### src/rtl/ps2_key_decoder_pkg.sv
// Shared definitions for the PS/2 key decoder slice.
//   - scancode constants (break prefix, extended prefix, six game keys)
//   - frame FSM state enum
//   - key index constants and a scancode -> key index lookup
package ps2_pkg;

  localparam logic [7:0] SC_BREAK = 8'hF0;
  localparam logic [7:0] SC_EXT   = 8'hE0;
  localparam logic [7:0] SC_W     = 8'h1D;
  localparam logic [7:0] SC_S     = 8'h1B;
  localparam logic [7:0] SC_D     = 8'h23;
  localparam logic [7:0] SC_A     = 8'h1C;
  localparam logic [7:0] SC_SPACE = 8'h29;
  localparam logic [7:0] SC_ESC   = 8'h76;

  localparam int NUM_KEYS  = 6;
  localparam int KEY_W     = 0;
  localparam int KEY_S     = 1;
  localparam int KEY_D     = 2;
  localparam int KEY_A     = 3;
  localparam int KEY_SPACE = 4;
  localparam int KEY_ESC   = 5;

  typedef enum logic [1:0] {IDLE, DATA, PARITY, STOP} frame_state_e;

  typedef struct packed {
    logic       hit;
    logic [2:0] idx;
  } key_lookup_t;

  function automatic key_lookup_t key_lookup(input logic [7:0] code);
    key_lookup_t r;
    r.hit = 1'b1;
    r.idx = '0;
    case (code)
      SC_W:     r.idx = 3'(KEY_W);
      SC_S:     r.idx = 3'(KEY_S);
      SC_D:     r.idx = 3'(KEY_D);
      SC_A:     r.idx = 3'(KEY_A);
      SC_SPACE: r.idx = 3'(KEY_SPACE);
      SC_ESC:   r.idx = 3'(KEY_ESC);
      default:  r.hit = 1'b0;
    endcase
    return r;
  endfunction

endpackage

### src/rtl/ps2_key_decoder_if.sv
// Bundle between the keyboard/CPU side and the key decoder.
//   ps2_clk, ps2_data : raw PS/2 lines (asynchronous)
//   keyboard_reset    : one-cycle pulse, clears every sticky bit
//   *_out             : {14'b0, sticky, held} per key
//   frame_err         : one-cycle pulse on a discarded frame
// master = stimulus/CPU side, slave = decoder.
interface ps2_key_decoder_if;
  logic        ps2_clk;
  logic        ps2_data;
  logic        keyboard_reset;
  logic [15:0] forward_out;
  logic [15:0] backward_out;
  logic [15:0] turnright_out;
  logic [15:0] turnleft_out;
  logic [15:0] shoot_out;
  logic [15:0] reset_out;
  logic        frame_err;

  modport master (
    output ps2_clk, ps2_data, keyboard_reset,
    input  forward_out, backward_out, turnright_out, turnleft_out,
           shoot_out, reset_out, frame_err
  );

  modport slave (
    input  ps2_clk, ps2_data, keyboard_reset,
    output forward_out, backward_out, turnright_out, turnleft_out,
           shoot_out, reset_out, frame_err
  );
endinterface

### src/rtl/ps2_key_decoder_rx_frame.sv
// PS/2 frame receiver: line synchronisers, falling-edge detect, frame FSM
// (start, 8 data LSB-first, odd parity, stop) and inactivity timeout.
//   clk, reset     : system clock, synchronous active-high reset
//   ps2_clk/data   : raw keyboard lines
//   rx_byte        : received byte, stable while byte_valid is high
//   byte_valid     : one-cycle pulse, cycle after the stop-bit edge
//   frame_err      : one-cycle pulse on bad start/parity/stop or timeout
module ps2_rx_frame
  import ps2_pkg::*;
#(
  parameter int TIMEOUT_CYCLES = 50000,
  parameter int SYNC_STAGES    = 2
) (
  input  logic       clk,
  input  logic       reset,
  input  logic       ps2_clk,
  input  logic       ps2_data,
  output logic [7:0] rx_byte,
  output logic       byte_valid,
  output logic       frame_err
);

  localparam int TW = $clog2(TIMEOUT_CYCLES + 1);
  localparam logic [TW-1:0] TMO_MAX  = TW'(TIMEOUT_CYCLES);
  localparam logic [TW-1:0] TMO_LAST = TW'(TIMEOUT_CYCLES - 1);

  logic [SYNC_STAGES-1:0] clk_sync, data_sync;
  logic                   clk_prev;
  logic                   clk_s, data_s, fall;

  frame_state_e state, state_nxt;
  logic [7:0]   shreg, shreg_nxt;
  logic [2:0]   bit_cnt, bit_cnt_nxt;
  logic         par_bit, par_nxt;
  logic [TW-1:0] tmo_cnt;
  logic         tmo_hit;
  logic         bv_nxt, fe_nxt;

  // Idle-high lines: flops reset to 1 so reset release never fakes an edge.
  always_ff @(posedge clk) begin
    if (reset) begin
      clk_sync  <= '1;
      data_sync <= '1;
      clk_prev  <= 1'b1;
    end else begin
      clk_sync[0]  <= ps2_clk;
      data_sync[0] <= ps2_data;
      for (int i = 1; i < SYNC_STAGES; i++) begin
        clk_sync[i]  <= clk_sync[i-1];
        data_sync[i] <= data_sync[i-1];
      end
      clk_prev <= clk_s;
    end
  end

  assign clk_s  = clk_sync[SYNC_STAGES-1];
  assign data_s = data_sync[SYNC_STAGES-1];
  assign fall   = clk_prev & ~clk_s;

  // Counts edge-free cycles inside a frame; the TIMEOUT_CYCLES-th one aborts.
  assign tmo_hit = (state != IDLE) && !fall && (tmo_cnt >= TMO_LAST);

  always_ff @(posedge clk) begin
    if (reset || fall || state == IDLE) tmo_cnt <= '0;
    else if (tmo_cnt != TMO_MAX)        tmo_cnt <= tmo_cnt + 1'b1;
  end

  always_ff @(posedge clk) begin
    if (reset) begin
      state      <= IDLE;
      shreg      <= '0;
      bit_cnt    <= '0;
      par_bit    <= 1'b0;
      byte_valid <= 1'b0;
      frame_err  <= 1'b0;
    end else begin
      state      <= state_nxt;
      shreg      <= shreg_nxt;
      bit_cnt    <= bit_cnt_nxt;
      par_bit    <= par_nxt;
      byte_valid <= bv_nxt;
      frame_err  <= fe_nxt;
    end
  end

  always_comb begin
    state_nxt   = state;
    shreg_nxt   = shreg;
    bit_cnt_nxt = bit_cnt;
    par_nxt     = par_bit;
    bv_nxt      = 1'b0;
    fe_nxt      = 1'b0;
    if (tmo_hit) begin
      state_nxt = IDLE;
      fe_nxt    = 1'b1;
    end else if (fall) begin
      case (state)
        IDLE: begin
          if (!data_s) begin
            state_nxt   = DATA;
            bit_cnt_nxt = '0;
          end else begin
            fe_nxt = 1'b1;
          end
        end
        DATA: begin
          shreg_nxt   = {data_s, shreg[7:1]};
          bit_cnt_nxt = bit_cnt + 1'b1;
          if (bit_cnt == 3'd7) state_nxt = PARITY;
        end
        PARITY: begin
          par_nxt   = data_s;
          state_nxt = STOP;
        end
        STOP: begin
          // Odd parity: data plus parity bit must XOR to 1.
          if (data_s && (^{shreg, par_bit})) bv_nxt = 1'b1;
          else                               fe_nxt = 1'b1;
          state_nxt = IDLE;
        end
        default: state_nxt = IDLE;
      endcase
    end
  end

  // Shift register is untouched in STOP/IDLE, so it holds the byte.
  assign rx_byte = shreg;

endmodule

### src/rtl/ps2_key_decoder.sv
// PS/2 keyboard decoder for six game keys (W, S, D, A, Space, Esc).
//   clk, reset : system clock, synchronous active-high reset
//   bus        : slave side of ps2_key_decoder_if (PS/2 lines,
//                keyboard_reset, six key outputs, frame_err)
// held follows make/break; sticky latches on make until keyboard_reset.
module ps2_key_decoder
  import ps2_pkg::*;
#(
  parameter int TIMEOUT_CYCLES = 50000,
  parameter int SYNC_STAGES    = 2
) (
  input  logic               clk,
  input  logic               reset,
  ps2_key_decoder_if.slave   bus
);

  logic [7:0] rx_byte;
  logic       byte_valid;

  ps2_rx_frame #(
    .TIMEOUT_CYCLES (TIMEOUT_CYCLES),
    .SYNC_STAGES    (SYNC_STAGES)
  ) u_rx (
    .clk        (clk),
    .reset      (reset),
    .ps2_clk    (bus.ps2_clk),
    .ps2_data   (bus.ps2_data),
    .rx_byte    (rx_byte),
    .byte_valid (byte_valid),
    .frame_err  (bus.frame_err)
  );

  logic [NUM_KEYS-1:0] held, held_nxt, sticky, sticky_nxt;
  logic                break_pend, brk_nxt, ext_pend, ext_nxt;
  key_lookup_t         lk;

  assign lk = key_lookup(rx_byte);

  // keyboard_reset clears first so a same-cycle make still lands its sticky.
  always_comb begin
    held_nxt   = held;
    sticky_nxt = bus.keyboard_reset ? '0 : sticky;
    brk_nxt    = break_pend;
    ext_nxt    = ext_pend;
    if (byte_valid) begin
      if (rx_byte == SC_BREAK) begin
        brk_nxt = 1'b1;
      end else if (rx_byte == SC_EXT) begin
        ext_nxt = 1'b1;
      end else begin
        brk_nxt = 1'b0;
        ext_nxt = 1'b0;
        if (lk.hit && !ext_pend) begin
          if (break_pend) begin
            held_nxt[lk.idx] = 1'b0;
          end else begin
            held_nxt[lk.idx]   = 1'b1;
            sticky_nxt[lk.idx] = 1'b1;
          end
        end
      end
    end
  end

  always_ff @(posedge clk) begin
    if (reset) begin
      held       <= '0;
      sticky     <= '0;
      break_pend <= 1'b0;
      ext_pend   <= 1'b0;
    end else begin
      held       <= held_nxt;
      sticky     <= sticky_nxt;
      break_pend <= brk_nxt;
      ext_pend   <= ext_nxt;
    end
  end

  assign bus.forward_out   = {14'b0, sticky[KEY_W],     held[KEY_W]};
  assign bus.backward_out  = {14'b0, sticky[KEY_S],     held[KEY_S]};
  assign bus.turnright_out = {14'b0, sticky[KEY_D],     held[KEY_D]};
  assign bus.turnleft_out  = {14'b0, sticky[KEY_A],     held[KEY_A]};
  assign bus.shoot_out     = {14'b0, sticky[KEY_SPACE], held[KEY_SPACE]};
  assign bus.reset_out     = {14'b0, sticky[KEY_ESC],   held[KEY_ESC]};

endmodule

### src/flat_wrapper.sv
// flat-port wrapper written by rule: the top's interface ports become plain ports
module ps2_key_decoder_flat import ps2_pkg::*;
#(
  parameter int TIMEOUT_CYCLES = 50000,
  parameter int SYNC_STAGES    = 2
)
  (clk, reset, bus_ps2_clk, bus_ps2_data, bus_keyboard_reset, bus_forward_out, bus_backward_out, bus_turnright_out, bus_turnleft_out, bus_shoot_out, bus_reset_out, bus_frame_err);
  ps2_key_decoder_if bus_i ();
  input  logic clk;
  input  logic reset;
  input wire logic [$bits(bus_i.ps2_clk)-1:0] bus_ps2_clk;
  input wire logic [$bits(bus_i.ps2_data)-1:0] bus_ps2_data;
  input wire logic [$bits(bus_i.keyboard_reset)-1:0] bus_keyboard_reset;
  output wire logic [$bits(bus_i.forward_out)-1:0] bus_forward_out;
  output wire logic [$bits(bus_i.backward_out)-1:0] bus_backward_out;
  output wire logic [$bits(bus_i.turnright_out)-1:0] bus_turnright_out;
  output wire logic [$bits(bus_i.turnleft_out)-1:0] bus_turnleft_out;
  output wire logic [$bits(bus_i.shoot_out)-1:0] bus_shoot_out;
  output wire logic [$bits(bus_i.reset_out)-1:0] bus_reset_out;
  output wire logic [$bits(bus_i.frame_err)-1:0] bus_frame_err;
  assign bus_i.ps2_clk = bus_ps2_clk;
  assign bus_i.ps2_data = bus_ps2_data;
  assign bus_i.keyboard_reset = bus_keyboard_reset;
  assign bus_forward_out = bus_i.forward_out;
  assign bus_backward_out = bus_i.backward_out;
  assign bus_turnright_out = bus_i.turnright_out;
  assign bus_turnleft_out = bus_i.turnleft_out;
  assign bus_shoot_out = bus_i.shoot_out;
  assign bus_reset_out = bus_i.reset_out;
  assign bus_frame_err = bus_i.frame_err;
  ps2_key_decoder #(.TIMEOUT_CYCLES(TIMEOUT_CYCLES), .SYNC_STAGES(SYNC_STAGES)) u_core (.clk(clk), .reset(reset), .bus(bus_i));
endmodule
### config.mk
export PLATFORM = sky130hd
export DESIGN_NAME = ps2_key_decoder_flat
export DESIGN_NICKNAME = d
export VERILOG_FILES = /design/src/rtl/ps2_key_decoder_pkg.sv /design/src/rtl/ps2_key_decoder_if.sv /design/src/rtl/ps2_key_decoder_rx_frame.sv /design/src/rtl/ps2_key_decoder.sv /design/src/flat_wrapper.sv
export SDC_FILE = /design/constraint.sdc
export NUM_CORES = 1
export LEC_CHECK = 0
export ABC_AREA = 1
export BUFFER_PORTS_ARGS = -buffer_cell sky130_fd_sc_hd__buf_2
export CAP_MARGIN = 40
export CORE_ASPECT_RATIO = 0.6
export CORE_MARGIN = 2
export CORE_UTILIZATION = 56
export CTS_CLUSTER_DIAMETER = 60
export DETAILED_ROUTE_END_ITERATION = 8
export PLACE_DENSITY = 0.95
export SKIP_LAST_GASP = 1
export SYNTH_ARGS = -nofsm -noshare
export SYNTH_HDL_FRONTEND = slang
export SYNTH_HIERARCHICAL = 1
export SYNTH_SLANG_ARGS = --single-unit
### constraint.sdc
create_clock -name clk -period 3.6 [get_ports clk]
set_input_delay 0.18 -clock clk [delete_from_list [all_inputs] [get_ports clk]]
set_output_delay 0.18 -clock clk [all_outputs]
set_load 0.01 [all_outputs]
==> metrics.yaml <==
dpl.cell_count: 549
cp_slowest_cell: "dfxtp_1"
grt_pass1_wl_mm: 10.6
htree_num_levels: 2
worst_ep_required_time_ns: 3.81
fmax_ghz: 0.515
path_common_cell: "nand2_1"
crit_path_max_fanout: 4
io_buffer_count: 17
power_switching_mw: 0.245
swShare_pct: 24.0
synth_area_sq_um: 3240
power_frac_seq_pct: 55.7
dr_total_vias: 2703
drt_iter0_markers: 362
antenna_found_initial: 0
synth-seq-cells: 51
tns_ns: 0
syn-instance-count: 458
synth_cell_types: 30
die_height_um: 62.9
avgSynthCellArea_sq_um: 7.07
p_int_mw: 0.777
dieArea_sq_um: 6430
fill_cells: 478
path_delay_family: "simple AND/OR/NAND/NOR gates"
antenna_left: 0
cts_hold_buf: 0
rows: 21
avgRoutedWirePerCell_um: 11.3
cts.clk_slew.worst_paths_ns: 0.09
clock-sinks: 51
path_cells: "ha_1 -> nand2_1 -> inv_1 -> nand2_1 -> nor2_1 -> nand2_1 -> nor3_1 -> nand4_1 -> o21ai_0 -> a21oi_1"
synth_seq_area_share_pct: 31.5
layout_commonest_cell: "nand2_1"
grt_start_max_net_pins: 18
first_global_vias: 2424
nets: 490
peakVddDrop_mv: 0.190
drc_errors: 0
gp_congestion: 0.838
wirelength_mm: 6.26
antennaDiodeCount: 0
post-route-util_pct: 57.3
hold_ws_ns: 0.0499
critPathArrivalTime_ns: 2.15
combPwrFrac_pct: 6.0
status: "finished clean"
p_leak_nw: 1.46
rsz0062_at_grt: "no"
p_per_area_nw_per_um2: 320
clock-skew-final_ns: 0.0116
ys.warnings.count: 6
root_buffer: "clkbuf_8"
finalSetupViolCount: 0
overflow: 0
instances_no_fill: 556
post-route-period-util_pct: 54.0
cts_made_buffers: 5
clk_latency_ns: 0.31
cts_buffer_depth: 2
critPathMaxStageDelay_ns: 0.39
dr.pass1.iters: 5
cp_num_buf_inv: 1
cts_tree: "done"
period_minus_slack_ns: 1.94
vias_per_cell: 4.86
end_kind: "register"
area_growth_pct: -1.47
cts_resized: 0
critPathKind: "register to register"
start_util_pct: 58.2
finalHoldViolations: 0
hpwl_mm: 4.67
power_frac_clock_pct: 38.3
final_cell_mix: "93 x nand2_1, 84 x conb_1, 51 x inv_1, 51 x dfxtp_1, 37 x a21oi_1"
die_w_um: 102
post-cts-setup-buffer-count: 0
holdCritPathClass: "primary input to register"
setup.worst_path.start_class: "register"
drive_gt1_share_pct: 12.0
drv_cap: 0
ioPinCount: 102
fp.coreArea_sq_um: 5570
grt_use_total_pct: 20.7
drv_slew: 0
## through the flow
| step | power, mW | setup WS [ns] | instance area, sq um |
|---|---|---|---|
| 6_report | 1.02 | 1.66 | 3190 |
| 5_1_grt | 1.06 | 1.49 | 3190 |
| 4_1_cts | 1.03 | 1.71 | 3190 |
| 3_5_place_dp | 0.641 | 1.80 | 3090 |
| 3_3_place_gp | 0.639 | 1.90 | 3090 |
| 2_1_floorplan | 0.701 | 2.01 | 3550 |
## path summary, 6_finish.rpt
kind | start | endpoint | slack [ns] | cells after the start
setup / recovery | u_core/u_rx/tmo_cnt[0] | u_core/u_rx/tmo_cnt[14] | 1.66 | 10
hold reg to reg | u_core/u_rx/clk_sync[0] | u_core/u_rx/clk_sync[1] | 0.42 | 1
setup reg to reg | u_core/u_rx/tmo_cnt[0] | u_core/u_rx/tmo_cnt[14] | 1.66 | 10
hold / removal | bus_ps2_clk | u_core/u_rx/clk_sync[0] | 0.05 | 2
## power groups by stage
stage	logic [mW]	registers (mW)	clock network [mW]
floorplan	0.120	0.581	0
finish	0.0617	0.569	0.391
detailed placement	0.0592	0.582	0
global route	0.0713	0.569	0.422
CTS	0.0594	0.568	0.398
global placement	0.0579	0.582	0
## cells in the mapped netlist, drive strengths merged
master / count / area share [%]
a21oi: 37 / 5.7
buf: 86 / 20
clkbuf: 3 / 0.35
conb: 1 / 0.12
dfxtp: 51 / 32
ha: 9 / 3.5
inv: 55 / 6.4
nand2: 99 / 12
nand3: 12 / 2.4
nand4: 16 / 3.5
nor2: 46 / 7.2
nor3: 10 / 1.9
nor4: 1 / 0.19
o21a: 1 / 0.23
o21ai: 22 / 3.4
o21bai: 1 / 0.23
or2: 7 / 1.4
xor2: 1 / 0.27
## routing by layer
metal | share of wire [%] | track usage [%] | vias to the layer above
met3 | 10 | 5.48 | 23
met4 | 2.9 | 9.50 | 0
met5 | 0 | 0 | -
met2 | 46 | 33.0 | 174
met1 | 41 | 26.0 | 1197
li1 | - | - | 1309
## layout make-up
cell class              count  area [sq um]  share of cell area, %
multi-input cells         346          1670                   52.4
flip-flops and latches     51          1020                   32.0
inverters                  55           206                   6.47
well taps                  80           100                   3.14
repair buffers             17          85.1                   2.67
clock buffers               5          68.8                   2.16
clock inverters             2          37.5                   1.18
## cell families (layout without fill, tap and decap cells)
| kind of cell | Yosys count | in the layout | share of synthesized area (%) |
|---|---|---|---|
| and+or+nand+nor | 191 | 191 | 28.6 |
| buffers and inverters | 144 | 79 | 26.5 |
| AOI/OAI and AO/OA | 61 | 61 | 9.58 |
| DFF | 51 | 51 | 31.5 |
| adders and majority gates | 9 | 9 | 3.48 |
| other | 1 | 84 | 0.116 |
| xor gates and xnor gates | 1 | 1 | 0.270 |
No activity file was read; power rests on OpenSTA's default activity.
